==> src/rtl/iagc_dac_init.sv <==
// iagc_dac_init: DAC configuration sequencer that shifts NUM_WORDS words out over a
// write-only mode-0 SPI link and then raises o_initDone for the IAGC control FSM.
// Optional feature: define IAGC_DAC_INIT_RETRIGGER_EN to allow i_start in DONE to
// re-send the whole sequence; by default DONE is terminal until reset.
module iagc_dac_init #(
    parameter int WORD_WIDTH = 16,
    parameter int NUM_WORDS  = 4,
    parameter int CLK_DIV    = 2,
    parameter int GAP_CYCLES = 2
) (
    input  logic                            i_clock,
    input  logic                            i_nReset,
    input  logic                            i_start,
    input  logic [NUM_WORDS*WORD_WIDTH-1:0] i_configWords,
    output logic                            o_sclk,
    output logic                            o_mosi,
    output logic                            o_csN,
    output logic                            o_busy,
    output logic                            o_initDone
);

    localparam int IW = (NUM_WORDS > 1) ? $clog2(NUM_WORDS) : 1;
    localparam int BW = $clog2(WORD_WIDTH + 1);
    localparam int DW = (CLK_DIV > 1) ? $clog2(CLK_DIV) : 1;
    localparam int GW = (GAP_CYCLES > 1) ? $clog2(GAP_CYCLES) : 1;

    localparam logic [IW-1:0] LAST_IDX = IW'(NUM_WORDS - 1);
    localparam logic [BW-1:0] LAST_BIT = BW'(WORD_WIDTH);
    localparam logic [DW-1:0] DIV_MAX  = DW'(CLK_DIV - 1);
    localparam logic [GW-1:0] GAP_MAX  = GW'(GAP_CYCLES - 1);

    localparam logic [2:0] S_IDLE  = 3'd0;
    localparam logic [2:0] S_LOAD  = 3'd1;
    localparam logic [2:0] S_SHIFT = 3'd2;
    localparam logic [2:0] S_GAP   = 3'd3;
    localparam logic [2:0] S_DONE  = 3'd4;

    logic [2:0]            state_q, state_d;
    logic [IW-1:0]         idx_q, idx_d;
    logic [BW-1:0]         bit_q, bit_d;
    logic [DW-1:0]         div_q, div_d;
    logic [GW-1:0]         gap_q, gap_d;
    logic [WORD_WIDTH-1:0] sh_q, sh_d;
    logic                  sclk_q, sclk_d;
    logic                  mosi_q, mosi_d;
    logic                  csn_q, csn_d;
    logic                  busy_q, busy_d;
    logic                  done_q, done_d;
    logic [WORD_WIDTH-1:0] cur_word;

    // Select the configuration word addressed by the current word index
    always_comb begin
        cur_word = '0;
        for (int i = 0; i < NUM_WORDS; i++)
            if (idx_q == IW'(i)) cur_word = i_configWords[i*WORD_WIDTH +: WORD_WIDTH];
    end

    // Sequencer next-state: load word, clock out bits, hold CS high between words, finish
    always_comb begin
        state_d = state_q;
        idx_d   = idx_q;
        bit_d   = bit_q;
        div_d   = div_q;
        gap_d   = gap_q;
        sh_d    = sh_q;
        sclk_d  = sclk_q;
        mosi_d  = mosi_q;
        csn_d   = csn_q;
        busy_d  = busy_q;
        done_d  = done_q;
        case (state_q)
            S_IDLE: begin
                if (i_start) begin
                    state_d = S_LOAD;
                    busy_d  = 1'b1;
                    idx_d   = '0;
                end
            end
            S_LOAD: begin
                sh_d    = cur_word;
                mosi_d  = cur_word[WORD_WIDTH-1];
                csn_d   = 1'b0;
                sclk_d  = 1'b0;
                div_d   = '0;
                bit_d   = '0;
                state_d = S_SHIFT;
            end
            S_SHIFT: begin
                if (div_q != DIV_MAX) begin
                    div_d = div_q + DW'(1);
                end else begin
                    div_d  = '0;
                    sclk_d = ~sclk_q;
                    if (!sclk_q) begin
                        bit_d = bit_q + BW'(1);
                    end else if (bit_q == LAST_BIT) begin
                        // Final falling edge: close the frame and park MOSI low
                        csn_d  = 1'b1;
                        mosi_d = 1'b0;
                        gap_d  = '0;
                        if (idx_q == LAST_IDX) begin
                            state_d = S_DONE;
                            done_d  = 1'b1;
                            busy_d  = 1'b0;
                        end else begin
                            state_d = S_GAP;
                        end
                    end else begin
                        sh_d   = {sh_q[WORD_WIDTH-2:0], 1'b0};
                        mosi_d = sh_q[WORD_WIDTH-2];
                    end
                end
            end
            S_GAP: begin
                if (gap_q == GAP_MAX) begin
                    idx_d   = idx_q + IW'(1);
                    state_d = S_LOAD;
                end else begin
                    gap_d = gap_q + GW'(1);
                end
            end
            S_DONE: begin
`ifdef IAGC_DAC_INIT_RETRIGGER_EN
                if (i_start) begin
                    done_d  = 1'b0;
                    busy_d  = 1'b1;
                    idx_d   = '0;
                    state_d = S_LOAD;
                end
`else
                state_d = S_DONE;
`endif
            end
            default: state_d = S_IDLE;
        endcase
    end

    // State and registered outputs, cleared asynchronously
    always_ff @(posedge i_clock or negedge i_nReset) begin
        if (!i_nReset) begin
            state_q <= S_IDLE;
            idx_q   <= '0;
            bit_q   <= '0;
            div_q   <= '0;
            gap_q   <= '0;
            sh_q    <= '0;
            sclk_q  <= 1'b0;
            mosi_q  <= 1'b0;
            csn_q   <= 1'b1;
            busy_q  <= 1'b0;
            done_q  <= 1'b0;
        end else begin
            state_q <= state_d;
            idx_q   <= idx_d;
            bit_q   <= bit_d;
            div_q   <= div_d;
            gap_q   <= gap_d;
            sh_q    <= sh_d;
            sclk_q  <= sclk_d;
            mosi_q  <= mosi_d;
            csn_q   <= csn_d;
            busy_q  <= busy_d;
            done_q  <= done_d;
        end
    end

    assign o_sclk     = sclk_q;
    assign o_mosi     = mosi_q;
    assign o_csN      = csn_q;
    assign o_busy     = busy_q;
    assign o_initDone = done_q;

endmodule
==> config.mk <==
export PLATFORM = sky130hd
export DESIGN_NAME = iagc_dac_init
export DESIGN_NICKNAME = d
export VERILOG_FILES = /design/src/rtl/iagc_dac_init.sv
export SDC_FILE = /design/constraint.sdc
export NUM_CORES = 1
export LEC_CHECK = 0
export ABC_CLOCK_PERIOD_IN_PS = 4550
export BUFFER_PORTS_ARGS = -buffer_cell sky130_fd_sc_hd__buf_4
export CORE_MARGIN = 2
export CORE_UTILIZATION = 23
export DETAILED_ROUTE_END_ITERATION = 10
export PLACE_DENSITY = 0.44
export REMOVE_ABC_BUFFERS = 1
export SLEW_MARGIN = 40
export SYNTH_ARGS = -nofsm -noshare
export SYNTH_HDL_FRONTEND = slang
export SYNTH_SLANG_ARGS = --single-unit
==> constraint.sdc <==
create_clock -name i_clock -period 4.55 [get_ports i_clock]
set_input_delay 0.455 -clock i_clock [delete_from_list [all_inputs] [get_ports i_clock]]
set_output_delay 0.455 -clock i_clock [all_outputs]
set_load 0.01 [all_outputs]
Yosys cells after proc, flatten, opt, wreduce, memory -nomap -nowiden --
Index checks and enable logic that the tools add are counted.
Storage, ports and cells: memories 0, bits in read-only memories 0, bits of input ports 67, bits in writable memories 0, bits in latches 0, word-level logic and storage cells 92, output and inout bits 5, flip-flop bits (word level) 32
Cells by class: $mul 0, shift-type cells 0, $lt $le $gt $ge 0, divide/modulo/power cells 0, reduce and logical (&&, ||, !) cells 16, eq/ne operators 16, add/sub/neg operators 4, bitwise logic cells 1, mux-type cells 44
Operator list (count):
- 2-to-1 mux 16 bit | 4
- 2-to-1 mux 15 bit | 3
- one-hot mux 15 bit (2 select lines) | 1
- 2-to-1 mux 3 bit | 6
- 2-to-1 mux 1 bit | 17
- inequality test 2 bit, second input constant | 8
- one-hot mux 3 bit (5 select lines) | 1
- one-hot mux 1 bit (2 select lines) | 6
- AND reduction 4 bit | 3
- 2-to-1 mux 5 bit | 2
- one-hot mux 5 bit (2 select lines) | 1
- AND reduction 5 bit | 2
- AND reduction 3 bit | 3
- nonzero test 2 bit | 4
- equality test 3 x 2 -> 1 bit, second input constant | 2
- AND reduction 6 bit | 1
- adder 5 x 1 -> 5 bit, second input constant | 1
- equality test 5 bit, second input constant | 1
- equality test 2 bit, second input constant | 2
- 2-to-1 mux 2 bit | 2
- one-hot mux 2 bit (2 select lines) | 1
- equality test 3 x 1 -> 1 bit, second input constant | 1
- equality test 3 bit, second input constant | 1
- logical NOT 3 bit | 1
- 6 further kinds | 7

Depth between registers and ports, before layout --
Gate-level depths: netlist of the first run.
word-level depth 6, gate-level depth with buffers 8

Least setup slack after synthesis of the first run --
No wires, ideal clock.
path kind flip-flop to flip-flop, start point reg idx_q[0], end point reg sh_q[10], path buffers 2, stages on the path, launching flop included 9, path slack 2.717 ns, data required time 4.427 ns, arrival time 1.710 ns, setup time 0.123 ns, clock period less this slack 1.833 ns, cell sequence dfrtp_1 inv_1 ha_1 or2_2 clkbuf_1 buf_2 a221oi_1 o21ai_0 o221a_2
On the way: cells in the longest elaborated chain, start to end 6
Ends and longest elaborated chain:
- start: declaration | line 39 | logic [IW-1:0] idx_q, idx_d;
- start signal: assignment | line 154 | idx_q <= idx_d;
- logical NOT 2 bit | line 55 | if (idx_q == IW'(i)) cur_word = i_configWords[i*WORD_WIDTH +: WORD_WIDTH];
- 2-to-1 mux 16 bit (3 in series) | line 55
- 2-to-1 mux 16 bit (*) | line 55
- one-hot mux 15 bit (2 select lines) (*) | line 71 | case (state_q)
- end signal: assignment | line 146 | sh_q <= '0;
- end signal: assignment | line 158 | sh_q <= sh_d;
- end: declaration | line 43 | logic [WORD_WIDTH-1:0] sh_q, sh_d;
Every way passes the cells marked *; elsewhere a longest branch is shown, timed or not. A chain may end at the register's enable or synchronous reset.

Worst setup path after layout of the first run --
start point reg idx_q[1], end point reg mosi_q, in the netlist o_mosi
On the way: cells in the longest elaborated chain, start to end 6
Ends and longest elaborated chain:
- logical NOT 2 bit | line 55
- 2-to-1 mux 16 bit (3 in series) | line 55
- 2-to-1 mux 16 bit (*) | line 55
- one-hot mux 1 bit (2 select lines) (*) | line 71
- end signal: assignment | line 160 | mosi_q <= mosi_d;
- end: declaration | line 45 | logic mosi_q, mosi_d;
Marked as above.

==> results of run 1 <==
## worst paths after layout
| path | cells past startpoint | slack, ns | to |
|---|---|---|---|
| min in group i_clock | 3 | 0.45 | state_q[0] |
| max | 6 | 2.14 | o_mosi |
| min | 1 | 0.12 | idx_q[0] |
| min reg2reg | 1 | 0.48 | o_initDone |
| max in group asynchronous | 1 | 4.09 | o_csN |
| max reg2reg | 6 | 2.14 | o_mosi |
## cell usage in the layout (no fill, tap or decap), types with 2 or more instances in the layout
| master | count |
|---|---|
| nand2_1 | 11 |
| a221oi_1 | 16 |
| inv_1 | 8 |
| nand3_1 | 5 |
| o31ai_1 | 2 |
| o221a_2 | 14 |
| nand2b_1 | 2 |
| clkbuf_8 | 6 |
| nor2_1 | 10 |
| a22oi_1 | 2 |
| clkbuf_1 | 2 |
| dfrtp_1 | 31 |
| o21ai_0 | 25 |
| o22ai_1 | 15 |
| nor3_1 | 4 |
| xor2_1 | 2 |
| nor2b_1 | 5 |
| ha_1 | 6 |
| buf_4 | 72 |
| a21oi_1 | 11 |
## final cells by class
type                       instances  area, sq um  area share
multi-input combinational        150         1055      0.3982
sequential                        32        802.0      0.3028
timing repair buffer              72        540.5      0.2041
tap                              105        131.4     0.04960
clock buffer                       8        90.09     0.03401
inverter                           8        30.03     0.01134
## sequential cells by signal, summed over array words and instances, names as in the netlist, 2 cells and up
register and cells:
idx_q 2, sh_q 15, state_q 3, bit_q 5
## routing by layer
layer / up-vias / wire, um / global-route usage
li1: 934 / - / -
met1: 919 / 2870 / 0.1817
met2: 49 / 3096 / 0.2105
met3: 4 / 180 / 0.02746
met4: 0 / 70 / 0.03467
met5: - / 0 / 0
## stage by stage
step           worst slack [ns]  std cells  power (uW)  hold slack [ns]
6_report                  2.136        375       573.5           0.1177
5_1_grt                   1.863        375       603.4           0.1462
4_1_cts                   2.148        375       583.4           0.1285
3_5_place_dp              2.170        367       352.4           0.4322
3_3_place_gp              1.989        367       352.6           0.4319
2_1_floorplan             2.463        190       300.1           0.1594
## power by group through the flow
stage	Sequential (uW)	Combinational [uW]	Clock, uW
global route	287	64.0	252
global placement	293	59.6	0
CTS	287	59.9	236
detailed placement	293	59.7	0
floorplan	293	7.42	0
finish	287	59.1	227
## cells by family after synthesis
logic type	share of synthesized area
buf+inv	0.06084
mux	0.005070
fa+ha+maj	0.03802
xor+xnor	0.008874
simple gates	0.1280
flops	0.4062
compound gates	0.3530
==> impl_metrics.csv, run 1 <==
group,metric,value,unit
logic_synthesis,ys_seq_area_frac,0.4062,
logic_synthesis,synth_cell_types,41,
clock_tree,ctsResizeCount,0,
floorplanning,dieArea,0.009341,sq mm
clock_tree,cts_buffer_depth,2,
detailed_routing,drc,0,
cells_and_area,design_area,0.002649,sq mm
placement,gp_congestion,0.7580,
power_and_ir_drop,p_int,451.0,uW
power_and_ir_drop,ir_worst_vdd,0.0001172,V
cells_and_area,utilization,0.3208,
sta,worstMarginPinSlew,0.7171,ns
cells_and_area,fill_cells,886,
setup_path,critPathBufInv,1,
setup_path,cp-startpoint,"idx_q[1]",
clock_tree,cts_sinks,32,
logic_synthesis,synthFlopType,"dfrtp_1",
detailed_routing,vias,1906,
global_routing,grtUsageTotal,0.1318,
floorplanning,num_rows,33,
clock_tree,cts-buffers-inserted,5,
run_status,outcome,"completed",
logic_synthesis,ys_async_sr_fraction,1.000,
global_routing,grt_pass1_wl,9.949,mm
setup_path,critical_path.max_stage_delay,0.65,ns
clock_tree,cts_setup_buffers,0,
setup_path,timing.rr.start,"idx_q[1]",
logic_synthesis,syn-instance-count,205,
setup_path,arrival,2.63,ns
setup_path,crit_type,"register to register",
setup_path,path_cells,"inv_1 > ha_1 > nor2b_2 > a221oi_1 > o311ai_0 > o211a_1",
logic_synthesis,syn_avg_cell_area,9.631,sq um
sta,setup_tns,0,ns
logic_synthesis,ys_seq_elements,32,
power_and_ir_drop,p_clk_frac,0.396,
detailed_routing,drtIter0Drc,75,
placement,numPortBuffers,71,
global_routing,grt_max_degree,33,
logic_synthesis,synth-edff-count,0,
global_routing,antenna_found_initial,0,
cells_and_area,syn2layout_area_growth,34.16,%
power_and_ir_drop,p_seq_frac,0.501,
clock_tree,cts_tree,"done",
setup_path,slowest_stage,"nor2b_2",
cells_and_area,drive_above_1_share,0.3741,
sta,drv_slew,0,
job,cap_violations,0,
detailed_routing,first_pass_iters,4,
sta,timing.final.crit_share,0.5306,
setup_path,worst-path-max-fanout,18,
clock_tree,insertion_delay,0.28,ns
power_and_ir_drop,power.share.combinational,0.103,
cells_and_area,n_antenna_cell,0,
detailed_routing,drt-wirelength-per-cell,16.58,um
detailed_routing,ant_nets,0,
sta,fmax,0.4142,GHz
power_and_ir_drop,power.leakage,0.001171,uW
sta,setup_violations,0,
logic_synthesis,synth_top_area_cell,"dfrtp_1",
floorplanning,initial_core_util,0.2391,
clock_tree,ctsHoldBuffers,0,
cells_and_area,nets,342,
hold_path,min_path_type,"primary input to async pin",
power_and_ir_drop,power_density,216.5,mW/mm^2
clock_tree,htree_levels,2,
global_routing,grt_overflow_total,0,
logic_synthesis,synth_area,0.001974,sq mm
power_and_ir_drop,switching_share,0.2135,
floorplanning,die_h,96.65,um
setup_path,cp.required,4.76,ns
logic_synthesis,synth_top_cell_area_share,0.3929,
detailed_routing,vias_per_cell,5.083,
sta,hold_viol,0,
logic_synthesis,ys_top_cells_by_count,"dfrtp_1, o21ai_0, a221oi_1, o22ai_1, o221a_2",
sta,slew_headroom,0.5220,
floorplanning,die_x,96.65,um
sta,grt_setup_unrepaired,"no",
logic_synthesis,ys_warn_count,0,
floorplanning,coreArea,0.008258,sq mm
logic_synthesis,synth_most_common_cell,"dfrtp_1",
clock_tree,cts-root-buf,"clkbuf_8",
setup_path,path_delay_family,"compound AO/OA/AOI/OAI gates",
setup_path,critPathLaunchType,"register",
clock_tree,cts.clk_slew.worst_paths,0.07,ns
floorplanning,io_pins,72,
power_and_ir_drop,p_switching,122.5,uW
global_routing,grt_pass1_vias,1862,
setup_path,end_kind,"register",
sta,skew,0.008225,ns
placement,post_dp_cell_area,0.002559,sq mm
logic_synthesis,synth_area_leaders,"dfrtp_1, o221a_2, a221oi_1",
detailed_routing,totalWireLength,6.218,mm
sta,finalCriticalPeriod,2.414,ns
placement,dp_hpwl,4.567,mm
(Power assumes the default switching activity.)
==> inputs of run 2 (changes only) <==
Settings changed: ABC_CLOCK_PERIOD_IN_PS 4550 to 2300.
Clock period 4.55 ns to 2.3 ns, I/O delays scaled along.
==> run 2 against run 1 <==
Effect of this change: first-iteration DRC count down 17%; sequential power up 98%; critical endpoint is now sh_q[9]; via count increased by 1.9%; register-to-register slack worse by 1.8 ns.
==> impl_metrics.csv, run 2 (synthesis gave the netlist of run 1 again) <==
group,metric,value,unit
floorplanning,coreArea,0.008258,sq mm
sta,slew_headroom,0.6573,
hold_path,min_path_type,"primary input to register",
setup_path,critPathCapture,"sh_q[9]",
power_and_ir_drop,power_density,417.1,mW/mm^2
sta,finalCriticalPeriod,1.916,ns
setup_path,arrival,2.08,ns
clock_tree,insertion_delay,0.28,ns
cells_and_area,n_antenna_cell,0,
setup_path,rrSetupSlack,0.38,ns
clock_tree,cts.clk_slew.worst_paths,0.08,ns
cells_and_area,largest_register_ffs,15,
cells_and_area,drive_above_1_share,0.4007,
run_status,outcome,"completed",
cells_and_area,fill_cells,879,
setup_path,cp-startpoint,"idx_q[0]",
floorplanning,dieArea,0.009341,sq mm
clock_tree,ctsResizeCount,0,
floorplanning,io_pins,72,
setup_path,worst-path-max-fanout,14,
clock_tree,cts-root-buf,"clkbuf_8",
detailed_routing,totalWireLength,6.379,mm
setup_path,slowest_stage,"or2_2",
global_routing,use_met3,0.03251,
clock_tree,cts_tree,"done",
floorplanning,num_rows,33,
setup_path,r2r_end,"sh_q[9]",
clock_tree,cts_buffer_depth,2,
detailed_routing,vias_per_cell,5.018,
detailed_routing,drt-wirelength-per-cell,16.48,um
clock_tree,cts_sinks,32,
global_routing,grt_pass1_vias,1912,
global_routing,grt_max_degree,33,
setup_path,end_kind,"register",
power_and_ir_drop,power.leakage,0.001236,uW
sta,setup_tns,0,ns
sta,worst_hold_slack,0.2137,ns
floorplanning,die_x,96.65,um
placement,numPortBuffers,71,
setup_path,timing.rr.start,"idx_q[0]",
clock_tree,ctsHoldBuffers,1,
global_routing,grt_use_met1,0.1988,
cells_and_area,syn2layout_area_growth,38.85,%
global_routing,busiest_layer,"met2",
sta,worstMarginPinSlew,0.5130,ns
sta,hold_viol,0,
cells_and_area,layout_common_cells,"buf_4, dfrtp_1, o21ai_0, a221oi_1, o22ai_1",
setup_path,critical_path.max_stage_delay,0.45,ns
detailed_routing,ant_nets,0,
cells_and_area,final_common_cell,"buf_4",
placement,dp_hpwl,4.733,mm
clock_tree,htree_levels,2,
detailed_routing,drtIter0Drc,62,
clock_tree,cts_setup_buffers,0,
sta,timing.final.crit_share,0.8330,
detailed_routing,first_pass_iters,4,
placement,gp_congestion,0.7433,
power_and_ir_drop,ir_worst_vdd,0.0001941,V
setup_path,path_cells,"inv_1 > ha_1 > or2_2 > a221oi_1 > o21ai_0 > o221a_2",
setup_path,cp.required,2.46,ns
sta,drv_slew,0,
cells_and_area,max_flop_register,"sh_q",
setup_path,crit_type,"register to register",
setup_path,critPathLaunchType,"register",
global_routing,use_met2,0.2003,
cells_and_area,reg_top3,"sh_q: 15 flops, bit_q: 5 flops, state_q: 3 flops",
global_routing,antenna_found_initial,0,
sta,fmax,0.5220,GHz
cells_and_area,nets,354,
detailed_routing,vias,1942,
floorplanning,die_h,96.65,um
global_routing,grtUsageTotal,0.1360,
sta,grt_setup_unrepaired,"no",
clock_tree,cts-buffers-inserted,5,
floorplanning,initial_core_util,0.2391,
job,cap_violations,0,
setup_path,ff2ff_path_depth,6,
global_routing,grt_pass1_wl,10.24,mm
global_routing,grt_overflow_total,0,
sta,setup_violations,0,
sta,skew,0.01204,ns
hold_path,hp-start,"i_start",
detailed_routing,drc,0,
## run 2: worst max-delay path, delay by kind of cell, from the launching register on
family / cells / cell delay (ns)
AOI/OAI and AO/OA: 3 / 0.55
and+or+nand+nor: 1 / 0.45
DFF: 1 / 0.42
adders and majority gates: 1 / 0.27
buffers and inverters: 1 / 0.09
## run 2: area by class of cell
type	instances	area, sq um	area share
inverters	8	30.03	0.01095
clock buffers	6	82.58	0.03012
well taps	105	131.4	0.04792
flip-flops and latches	32	802.0	0.2926
clock inverters	2	10.01	0.003651
multi-input cells	150	1052	0.3838
repair buffers	84	633.1	0.2309
## run 2: power breakdown
group          switching, uW  total [uW]  internal (uW)
sequential              2.30         568            566
clock                    216         455            239
combinational           36.7         120           82.9
total                    255        1140            888
## run 2: how the worst min path moves through the flow
stage,to,cells past startpoint
after floorplan,bit_q[0],0
after global placement,sh_q[3],1
after detailed placement,sh_q[3],1
after CTS,state_q[0],3
after global routing,state_q[0],3
final,state_q[0],3
## run 2: through the flow
stage	util	std cells	total power, uW	cell area (sq um)	setup WS (ns)
after global placement	0.3195	378	698.0	2639	0.4134
after detailed placement	0.3195	378	698.2	2639	0.3868
final	0.3320	387	1143	2741	0.3841
after floorplan	-	190	593.6	1884	0.2131
after global routing	0.3320	387	1199	2741	0.2162
after CTS	0.3320	387	1167	2741	0.3687
## run 2: metal layers
metal | part of all wire | wire (um)
met3 | 0.047 | 302
met1 | 0.49 | 3111
met5 | 0 | 0
met2 | 0.45 | 2897
met4 | 0.011 | 68
